==> config.mk <==
export PLATFORM = sky130hd
export DESIGN_NAME = stepper_ramp_gen
export DESIGN_NICKNAME = d
export VERILOG_FILES = /design/src/rtl/stepper_ramp_gen.sv
export SDC_FILE = /design/constraint.sdc
export NUM_CORES = 1
export LEC_CHECK = 0
export CAP_MARGIN = 20
export CORE_MARGIN = 2
export CORE_UTILIZATION = 68
export CTS_CLUSTER_SIZE = 28
export DETAILED_ROUTE_END_ITERATION = 8
export PLACE_DENSITY = 0.88
export SLEW_MARGIN = 20
export SYNTH_ARGS = -nofsm -noshare
export SYNTH_HDL_FRONTEND = slang
export SYNTH_SLANG_ARGS = --single-unit
==> constraint.sdc <==
create_clock -name clk -period 6.7 [get_ports clk]
set_input_delay 1.675 -clock clk [delete_from_list [all_inputs] [get_ports clk]]
set_output_delay 1.675 -clock clk [all_outputs]
set_load 0.01 [all_outputs]
==> src/rtl/stepper_ramp_gen.sv <==
// Stepper motion front end: accepts a move command and emits step pulses
// along a linear trapezoidal period ramp (accelerate, cruise, decelerate).
//
// state  | meaning
// IDLE   | waiting for a command, cmd_ready high
// ACCEL  | period shrinking by RAMP_DELTA per step toward the cruise target
// CRUISE | period held at the target
// DECEL  | period growing back toward START_PERIOD, mirroring the accel phase
// DONE   | one-cycle completion strobe
module stepper_ramp_gen #(
  parameter int CNT_W        = 24,
  parameter int STEP_W       = 16,
  parameter int START_PERIOD = 500000,
  parameter int RAMP_DELTA   = 2000
) (
  input  logic              clk,
  input  logic              rst,
  input  logic              cmd_valid,
  output logic              cmd_ready,
  input  logic              cmd_dir,
  input  logic [STEP_W-1:0] cmd_steps,
  input  logic [CNT_W-1:0]  cmd_period,
  input  logic              stop_req,
  output logic              step_pulse,
  output logic              step_dir,
  output logic              busy,
  output logic              done
);

  typedef enum logic [2:0] {S_IDLE, S_ACCEL, S_CRUISE, S_DECEL, S_DONE} state_t;

  localparam logic [CNT_W-1:0] START_C    = CNT_W'(START_PERIOD);
  localparam logic [CNT_W-1:0] DELTA_C    = CNT_W'(RAMP_DELTA);
  localparam logic [CNT_W-1:0] MIN_PERIOD = CNT_W'(2);

  state_t             state_q, state_d;
  logic [CNT_W-1:0]   timer_q, timer_d;
  logic [CNT_W-1:0]   cur_q, cur_d;
  logic [CNT_W-1:0]   target_q, target_d;
  logic [STEP_W-1:0]  rem_q, rem_d;
  logic [STEP_W-1:0]  ramp_q, ramp_d;
  logic               dir_q, dir_d;
  logic               stop_pend_q, stop_pend_d;

  logic               running;
  logic               pulse;
  logic [CNT_W-1:0]   tgt_in, cur_in, cur_up, cur_dn;
  logic [STEP_W-1:0]  rem_dec;

  assign tgt_in  = (cmd_period < MIN_PERIOD) ? MIN_PERIOD : cmd_period;
  assign cur_in  = (START_C > tgt_in) ? START_C : tgt_in;
  assign running = (state_q == S_ACCEL) || (state_q == S_CRUISE) || (state_q == S_DECEL);
  assign pulse   = running && (timer_q == cur_q - CNT_W'(1));
  assign rem_dec = (rem_q != '0) ? rem_q - STEP_W'(1) : '0;
  // Clamped ramp steps; cur_dn is only used while cur_q > target_q.
  assign cur_up  = (cur_q >= START_C - DELTA_C) ? START_C : cur_q + DELTA_C;
  assign cur_dn  = (cur_q - target_q > DELTA_C) ? cur_q - DELTA_C : target_q;

  assign cmd_ready  = (state_q == S_IDLE);
  assign busy       = (state_q != S_IDLE);
  assign done       = (state_q == S_DONE);
  assign step_pulse = pulse;
  assign step_dir   = dir_q;

  always_comb begin
    state_d     = state_q;
    timer_d     = timer_q;
    cur_d       = cur_q;
    target_d    = target_q;
    rem_d       = rem_q;
    ramp_d      = ramp_q;
    dir_d       = dir_q;
    stop_pend_d = stop_pend_q;
    case (state_q)
      S_IDLE: begin
        if (cmd_valid) begin
          dir_d       = cmd_dir;
          rem_d       = cmd_steps;
          target_d    = tgt_in;
          cur_d       = cur_in;
          timer_d     = '0;
          ramp_d      = '0;
          stop_pend_d = 1'b0;
          if (cmd_steps == '0)       state_d = S_DONE;
          else if (cur_in == tgt_in) state_d = S_CRUISE;
          else                       state_d = S_ACCEL;
        end
      end
      S_ACCEL, S_CRUISE, S_DECEL: begin
        if (pulse) begin
          timer_d = '0;
          rem_d   = rem_dec;
          if (stop_req && state_q != S_DECEL) stop_pend_d = 1'b1;
          if (rem_dec == '0) begin
            state_d     = S_DONE;
            stop_pend_d = 1'b0;
          end else if (rem_dec <= ramp_q) begin
            state_d     = S_DECEL;
            cur_d       = cur_up;
            ramp_d      = (ramp_q != '0) ? ramp_q - STEP_W'(1) : '0;
            stop_pend_d = 1'b0;
          end else if (state_q == S_ACCEL && cur_q > target_q) begin
            cur_d  = cur_dn;
            ramp_d = ramp_q + STEP_W'(1);
            if (cur_dn == target_q) state_d = S_CRUISE;
          end
        end else begin
          timer_d = timer_q + CNT_W'(1);
          // A pending stop turns the rest of the move into a mirrored decel.
          if (state_q != S_DECEL) begin
            if (stop_pend_q) begin
              rem_d       = ramp_q + STEP_W'(1);
              state_d     = S_DECEL;
              stop_pend_d = 1'b0;
            end else if (stop_req) begin
              stop_pend_d = 1'b1;
            end
          end
        end
      end
      S_DONE:  state_d = S_IDLE;
      default: state_d = S_IDLE;
    endcase
  end

  always_ff @(posedge clk or negedge rst) begin
    if (!rst) begin
      state_q     <= S_IDLE;
      timer_q     <= '0;
      cur_q       <= '0;
      target_q    <= '0;
      rem_q       <= '0;
      ramp_q      <= '0;
      dir_q       <= 1'b0;
      stop_pend_q <= 1'b0;
    end else begin
      state_q     <= state_d;
      timer_q     <= timer_d;
      cur_q       <= cur_d;
      target_q    <= target_d;
      rem_q       <= rem_d;
      ramp_q      <= ramp_d;
      dir_q       <= dir_d;
      stop_pend_q <= stop_pend_d;
    end
  end

endmodule

==> flow_summary.json <==
{
  "die_w_um": 130,
  "antenna_cells": 0,
  "period_minus_slack_ns": 5.68,
  "syn_area_mm2": 0.0108,
  "cp.buffers_inverters": 1,
  "outcome": "finished with violations",
  "power_density_mw_per_mm2": 520,
  "antenna_found_initial": 0,
  "drt_iter0_markers": 1476,
  "post_cts_buffers": 0,
  "areaGrowthSynthToFinish_pct": 7.75,
  "cts_max_path_buffers": 2,
  "h-tree-depth": 3,
  "stdcell_count": 1643,
  "numCtsBuffers": 9,
  "worst_pin_slew_ns": 1.08,
  "synth-edff-count": 0,
  "place_congestion": 1.01,
  "finalHoldViolations": 0,
  "rsz0062_at_grt": "no",
  "relSlewSlack_pct": 28.0,
  "min_path_cells": 2,
  "synth-main-ff-cell": "dfrtp_1",
  "avgSynthCellArea_um2": 7.50,
  "final_layout_size_suffix_gt1_share_pct": 4.41,
  "timing.fmax_mhz": 176,
  "critical_path_class": "register to output port",
  "crit_fanout": 14,
  "ys_warn_count": 0,
  "cp.depth": 10,
  "route.detailed.drc": 1,
  "most-common-layout-cells": "146 x nor2_1, 129 x o21ai_0, 117 x nand2_1",
  "drv_slew": 0,
  "vias": 11500,
  "setup_viol": 0,
  "nets": 1519,
  "cts_hold_buffers": 0,
  "grt_overflow": 0,
  "dieHeight_um": 130,
  "clk_latency_ns": 0.37,
  "worstSetupEndpointType": "output port",
  "hpwl_um": 25900,
  "rows": 46,
  "drv_cap": 0,
  "die_area_mm2": 0.0169,
  "grt_pass1_vias": 10300,
  "post_cts_resized": 0,
  "ys_types": 83,
  "drt_wl_total_um": 34400,
  "peakVddDrop_mv": 0.235,
  "viasPerCell": 6.98,
  "crit_path_max_incr_delay_ns": 0.67,
  "cts_tree": "built",
  "synthArstFlopShare_pct": 100,
  "syn-num-nets": 1539,
  "hold_path.class": "register to register",
  "cp-start-kind": "register",
  "yosysSeqAreaShare_pct": 25.2,
  "mostFrequentLayoutCell": "nor2_1",
  "initial_core_util_pct": 68.8,
  "path_clk_slew_ns": 0.08,
  "drtAntennaViolNets": 0,
  "cts.sinks": 109,
  "ys_ff_latch": 109,
  "cp.required_ns": 5.03,
  "syn_inst": 1442,
  "finalCritPeriodShare_pct": 84.7,
  "dp.cells": 1627,
  "grt_max_degree": 58,
  "port_buffers": 49,
  "power.leakage_nw": 4.59,
  "first_pass_iters": 9,
  "totalPowerFinal_w": 0.00606,
  "grt_use_total_pct": 40.7,
  "detail_route.wl_per_cell_um": 20.9,
  "core_region_area_mm2": 0.0157,
  "violations": "DRC",
  "reg2reg_depth": 13,
  "crit_chain": "nor4_2 > nand2_1 > or4_1 > a21oi_1 > a31oi_1 > nor2b_1 > nor4bb_1 > nand3_1 > nor2_1 > clkdlybuf4s50_1",
  "cp_top_family": "simple AND/OR/NAND/NOR gates",
  "critPathSlowestCell": "nor4_2",
  "grt_pass1_wl_um": 53900,
  "ios": 50,
  "cts_root_buffer": "clkbuf_16",
  "fin_setup_tns_ns": 0,
  "skew_ns": 0.0107,
  "arrival_ns": 4.00
}
## registers in the layout, summed over array words and instances, names as in the netlist
name	cells
cur_q	24
state_q	3
step_dir	1
stop_pend_q	1
timer_q	24
rem_q	16
target_q	24
ramp_q	16
## per-stage QoR
stage	hold WS (ns)	cell area [um2]	setup WS, ns	utilization, %
finish	0.483	11700	1.02	74.2
global placement	0.465	11300	1.57	72.1
floorplan	0.481	10800	2.30	-
detailed placement	0.471	11300	1.36	72.2
global route	0.514	11700	0.790	74.2
CTS	0.490	11700	1.06	74.2
## synth_stat cells (all sizes together) (13+ instances only)
library cell,n,area (um2)
nor2b,14,87.6
and3,26,163
a211oi,24,180
nor3,46,235
inv,69,259
nand4,19,119
xor2,26,228
a21oi,92,464
nand2,117,439
clkbuf,80,300
or4,13,101
buf,13,70.1
nor4,29,188
nor2,148,558
dfrtp,109,2730
and4,13,114
ha,51,638
o31ai,15,113
or3,15,93.8
a21o,19,143
xnor2,88,771
nand3,58,290
o21ai,135,676
a31oi,20,125
mux2i,13,130
## cells by family (layout without fill, tap and decap cells)
group                    count (synthesis)  after routing  synth area share (%)
AND/OR/NAND/NOR                        551            551                  25.8
buffers and inverters                  163            148                  5.85
XOR/XNOR                               115            115                  9.44
flip-flops                             109            109                  25.2
AO/OA/AOI/OAI                          431            431                  25.6
multiplexers                            20             20                  1.93
adder cells (fa/ha/maj)                 53             53                  6.18
## final timing paths
path | from | to | slack [ns]
min in group asynchronous | rst | timer_q[20] | 1.34
min | step_dir | step_dir | 0.48
max | cur_q[11] | step_pulse | 1.02
max reg2reg | cur_q[4] | rem_q[14] | 1.29
max in group asynchronous | rst | step_dir | 4.11
min reg2reg | step_dir | step_dir | 0.48
## routing by layer
layer	GRT usage, %	vias up	wire (um)
li1	-	5225	-
met4	11.1	0	964
met1	59.8	5384	14400
met3	10.4	86	4510
met5	0	-	0
met2	59.3	765	14500
## worst register-to-register path: stages, from the launching register on
cell and delay [ns]:
dfrtp_1 0.74, inv_1 0.17, ha_1 0.33, and4bb_2 0.29, o211ai_1 0.61, or4_1 0.22, o2111ai_1 0.13, a2111o_1 0.41
or4_1 0.57, buf_4 0.32, a31oi_1 0.32, nand2_1 0.60, a211oi_1 0.47, a21oi_1 0.07
## area by class of cell
type	instances	area [um2]
Clock buffer	10	239
Clock inverter	6	77.6
Fill cell	1314	4060
Inverter	70	263
Multi-Input combinational cell	1170	7490
Sequential cell	109	2730
Tap cell	216	270
Timing Repair Buffer	62	586
## power breakdown
part           leakage [nW]  switching, W  internal (W)
sequential             1.38      0.000516      0.000893
combinational          3.06       0.00246       0.00160
clock                 0.154      0.000283      0.000309
Power figures use the tool's default switching activity.
